$ cat src/rtl/conveyor_pkg.sv
// conveyor_pkg: state encoding shared by the conveyor controller.
package conveyor_pkg;
    localparam int STATE_W = 2;
    typedef enum logic [STATE_W-1:0] {
        IDLE = 2'b00,
        RUN  = 2'b01,
        FILL = 2'b10,
        DONE = 2'b11
    } state_e;
endpackage

$ cat src/rtl/rise_edge_det.sv
// rise_edge_det: one-cycle pulse on a 0->1 transition of d.
module rise_edge_det (
    input  logic clk,
    input  logic rst_n,
    input  logic d,
    output logic pulse
);
    logic d_q;
    always_ff @(posedge clk or negedge rst_n) begin
        if (!rst_n) d_q <= 1'b0;
        else        d_q <= d;
    end
    assign pulse = d & ~d_q;
endmodule

$ cat src/rtl/conveyor_ctrl_fsm.sv
// conveyor_ctrl_fsm: button/sensor event generation and Moore sequencing of motor and fill valve.
// Batch counting and the DONE state are enabled by defining CONVEYOR_BATCH_COUNT_EN.
module conveyor_ctrl_fsm
    import conveyor_pkg::*;
#(
    parameter int FILL_CYCLES = 50_000_000,
    parameter int BATCH_SIZE  = 12,
    parameter int CNT_W       = 8
) (
    input  logic               clk,
    input  logic               rst_n,
    input  logic               start_pb,
    input  logic               stop_pb,
    input  logic               bottle_sensor,
    output logic               motor_en,
    output logic               valve_en,
    output logic [STATE_W-1:0] state_o,
    output logic [CNT_W-1:0]   bottle_cnt,
    output logic               batch_done
);
    localparam int TW = (FILL_CYCLES > 1) ? $clog2(FILL_CYCLES) : 1;
    localparam logic [TW-1:0] TLOAD = TW'(FILL_CYCLES - 1);

    state_e        state_q, state_d, done_nxt;
    logic [TW-1:0] tmr_q, tmr_d;
    logic          s1_q, s2_q;
    logic          start_evt, stop_evt, bottle_evt, fill_end, last;

    rise_edge_det u_start  (.clk(clk), .rst_n(rst_n), .d(start_pb), .pulse(start_evt));
    rise_edge_det u_stop   (.clk(clk), .rst_n(rst_n), .d(stop_pb),  .pulse(stop_evt));
    rise_edge_det u_bottle (.clk(clk), .rst_n(rst_n), .d(s2_q),     .pulse(bottle_evt));

    always_ff @(posedge clk or negedge rst_n) begin
        if (!rst_n) begin
            state_q <= IDLE;
            tmr_q   <= '0;
            s1_q    <= 1'b0;
            s2_q    <= 1'b0;
        end else begin
            state_q <= state_d;
            tmr_q   <= tmr_d;
            s1_q    <= bottle_sensor;
            s2_q    <= s1_q;
        end
    end

    // A stop during the last fill cycle aborts the bottle, so it is never counted.
    assign fill_end = (state_q == FILL) && !stop_evt && (tmr_q == '0);

    always_comb begin
        state_d = state_q;
        tmr_d   = tmr_q;
        case (state_q)
            IDLE: state_d = (start_evt && !stop_evt) ? RUN : IDLE;
            RUN: begin
                if (stop_evt) state_d = IDLE;
                else if (bottle_evt) begin
                    state_d = FILL;
                    tmr_d   = TLOAD;
                end
            end
            FILL: begin
                if (stop_evt)      state_d = IDLE;
                else if (fill_end) state_d = last ? DONE : RUN;
                else               tmr_d   = tmr_q - 1'b1;
            end
            default: state_d = done_nxt;
        endcase
    end

`ifdef CONVEYOR_BATCH_COUNT_EN
    logic [CNT_W-1:0] cnt_q, cnt_d, cnt_inc;
    assign cnt_inc  = cnt_q + 1'b1;
    assign last     = (cnt_inc == CNT_W'(BATCH_SIZE));
    assign done_nxt = stop_evt ? IDLE : (start_evt ? RUN : DONE);
    always_comb begin
        cnt_d = cnt_q;
        if (fill_end) cnt_d = cnt_inc;
        if (state_q == DONE && (stop_evt || start_evt)) cnt_d = '0;
    end
    always_ff @(posedge clk or negedge rst_n) begin
        if (!rst_n) cnt_q <= '0;
        else        cnt_q <= cnt_d;
    end
    assign bottle_cnt = cnt_q;
    assign batch_done = (state_q == DONE);
`else
    logic unused_cfg;
    assign unused_cfg = (BATCH_SIZE == 0);
    assign last       = 1'b0;
    assign done_nxt   = IDLE;
    assign bottle_cnt = '0;
    assign batch_done = 1'b0;
`endif

    assign state_o  = state_q;
    assign motor_en = (state_q == RUN);
    assign valve_en = (state_q == FILL);
endmodule

$ cat config.mk
export PLATFORM = sky130hd
export DESIGN_NAME = conveyor_ctrl_fsm
export DESIGN_NICKNAME = d
export VERILOG_FILES = /design/src/rtl/conveyor_pkg.sv /design/src/rtl/rise_edge_det.sv /design/src/rtl/conveyor_ctrl_fsm.sv
export SDC_FILE = /design/constraint.sdc
export NUM_CORES = 1
export LEC_CHECK = 0
export BUFFER_PORTS_ARGS = -buffer_cell sky130_fd_sc_hd__buf_2
export CORE_MARGIN = 1
export CORE_UTILIZATION = 60
export CTS_CLUSTER_SIZE = 10
export DETAILED_ROUTE_END_ITERATION = 6
export PLACE_DENSITY = 0.85
export SYNTH_ARGS = -nofsm -noshare
export SYNTH_HDL_FRONTEND = slang
export SYNTH_SLANG_ARGS = --single-unit
$ cat constraint.sdc
create_clock -name clk -period 3.3 [get_ports clk]
set_input_delay 0.33 -clock clk [delete_from_list [all_inputs] [get_ports clk]]
set_output_delay 0.33 -clock clk [all_outputs]
set_load 0.05 [all_outputs]
==> out/qor.txt <==
Status: complete, no violations
Post-Route Setup TNS: 0 ns
Syn Inst Count: 198
Max incr delay on CP: 0.55 ns
Multi-input gate area: 1020 µm²
Cts hold-fix bufs: 0
Distinct cells, synth: 52
Most common cell after layout, fill and taps aside: dfrtp_1
Sequential share of the synthesized area: 42.7%
R2R Setup Slk: 0.64 ns
Clk_lat worst skew: 0.35 ns
Largest net degree at the start of global routing: 34
Total core area: 3050 µm²
PortBufs: 8
R2R cell count: 7
Largest delay contributor family on the critical path: simple AND/OR/NAND/NOR gates
Post-route minimum period: 2.66 ns
VDD IR max: 273 µV
Routed Antenna Nets: 0
Clk root buf: clkbuf_4
Lkg Pwr: 0.000741 µW
Via density: 6.29
Vias in the first global route: 1483
Slowest CP cell: nor4b_2
Yosys top cell area share: 42.7%
H-tree depth: 2
Die H: 58.7 µm
Cell taking the most area after synthesis: dfrtp_1
Slew Viols, Final: 0
Final Hold Viols: 0
First-pass GRT wire length: 6.67 mm
Placement Rows: 20
Share of cells above drive strength 1: 13.3%
Clock sinks: 33
Pwr dens: 416 nW/µm²
Dpl cell area: 1970 µm²
Design area: 2040 µm²
Total iterations of the first detailed-routing run: 4
MaxCap Viol Count: 0
Final HPWL DP: 2.88 mm
Crit-path max FO: 14
GRT Util Overall: 26.7%
Slew margin rel.: 43.5%
# IOs: 18
Ys async rst share: 100%
Ant. Diodes: 0
Bufs and invs on worst path: 1
Setup crit start kind: flip-flop
Antenna violations before repair: 0
Max Clock Skew: 0.0111 ns
Fmax achieved: 0.375 GHz
Most frequent cells in the layout: 33 x dfrtp_1, 14 x nor2_1, 10 x nand2_1, 10 x nand3_1
Starting density of the core: 63.3%
DR vias: 1598
Final worst path period share: 80.8%
R2r startpoint: tmr_q[0]$_DFFE_PN0P_
Unrepaired setup endpoints after global routing: false
Clock Tree Buf Depth: 2
Mean post-synth cell area: 9.76 µm²
Worst-path cell chain: inv_1, ha_1, nor4b_2, nand4_2, o21ai_2, or4_1, nand3_1
Fillers: 247
Full die area: 3450 µm²
Most used DFF post-synth: dfrtp_1
Worst EP required: 3.51 ns
Post-cts resize count: 0
Crit Path Category: reg -> reg
Synthesized area: 1930 µm²
Register clock-pin slew on the reported worst setup and hold paths: 0.11 ns
CTS Buf Count: 5
Yosys Warn Count: 0
Iteration-0 DRC count of the detailed router: 83
Worst-margin pin slew: 0.836 ns
Final setup vio count: 0
CTS tree: yes
Post-synth EDFFs: 0
DRC: 0
Setup crit end kind: flip-flop
Synth area leaders: dfrtp_1 43%, buf_4 3.5%, ha_1 3.2%
Hold WC Path Type: in -> async
Drt wl/cell: 16.0 µm
Final Net Count: 219
Register area: 826 µm²
Yosys reg bits: 33
Worst Path Arrival: 2.87 ns
Reg2reg end: tmr_q[21]$_DFFE_PN0P_
Grt ovf: 0
Die Wd: 58.7 µm
P&R area growth vs syn: 5.50%
Routability cong.: 0.892
Post-CTS Repair Setup Buffers: 0
WL final: 4.06 mm
per-stage QoR:
stage	hold slack [ns]	utilization [%]	cells	worst slack [ns]	total power (µW)
3_3_place_gp	0.334	64.6	246	0.803	596
4_1_cts	0.0379	66.8	254	0.661	850
5_1_grt	0.0604	66.8	254	0.345	886
2_1_floorplan	0.0344	-	206	0.674	565
6_report	0.0147	66.8	254	0.635	849
3_5_place_dp	0.337	64.6	246	0.683	602
routing by layer:
| layer | GRT usage, % | wire length, µm |
|---|---|---|
| met1 | 35.4 | 1770 |
| met2 | 39.9 | 1940 |
| met3 | 9.45 | 262 |
| met4 | 10.5 | 89 |
| met5 | 0 | 0 |
state kept, by name, summed over array words and instances (netlist names):
name / flops
s1_q: 1
s2_q: 1
state_o: 2
tmr_q: 26
u_bottle.d_q: 1
u_start.d_q: 1
u_stop.d_q: 1
logic make-up after synthesis:
| kind of cell | after synthesis | synth area share (%) |
|---|---|---|
| buf+inv | 20 | 6.09 |
| xor+xnor | 7 | 3.17 |
| flops | 33 | 42.7 |
| compound gates | 48 | 17.9 |
| other cells | 1 | 0.194 |
| fa+ha+maj | 5 | 3.24 |
| mux | 2 | 1.04 |
| simple gates | 82 | 25.6 |
synthesized netlist by cell type (all sizes together), types with 5 or more instances:
cell / number
inv: 7
a211oi: 5
buf: 11
or3: 5
or4: 8
a21oi: 9
dfrtp: 33
nor4: 6
nand2b: 5
nor2: 15
o211ai: 5
ha: 5
o21ai: 10
nand2: 10
o31ai: 8
nand3: 10
nor3: 8
cell type report:
class                           count  area share [%]
Tap cell                           44            2.70
Clock inverter                      2           0.675
Clock buffer                        6            2.52
Multi-Input combinational cell    153            50.0
Inverter                            7            1.29
Sequential cell                    33            40.5
Timing Repair Buffer                9            2.33
worst max path at each step:
stage,from,to,slack [ns],cells past startpoint
after floorplan,state_o[1]$_DFFE_PN0P_,tmr_q[12]$_DFFE_PN0P_,0.67,6
after global placement,tmr_q[0]$_DFFE_PN0P_,tmr_q[22]$_DFFE_PN0P_,0.80,7
after detailed placement,tmr_q[0]$_DFFE_PN0P_,tmr_q[21]$_DFFE_PN0P_,0.68,7
after CTS,tmr_q[0]$_DFFE_PN0P_,tmr_q[21]$_DFFE_PN0P_,0.66,7
after global routing,tmr_q[0]$_DFFE_PN0P_,tmr_q[22]$_DFFE_PN0P_,0.34,7
final,tmr_q[0]$_DFFE_PN0P_,tmr_q[21]$_DFFE_PN0P_,0.64,7
worst register-to-register path, stage by stage (launching register included):
cell	delay [ns]
dfrtp_1	0.42
inv_1	0.12
ha_1	0.21
nor4b_2	0.55
nand4_2	0.53
o21ai_2	0.44
or4_1	0.18
nand3_1	0.08
report_power, final:
part / internal (µW) / switching [µW] / total, µW
Clock: 104 / 148 / 252
Combinational: 39.5 / 130 / 169
Sequential: 416 / 11.3 / 427
No activity file was read; power rests on OpenSTA's default activity.
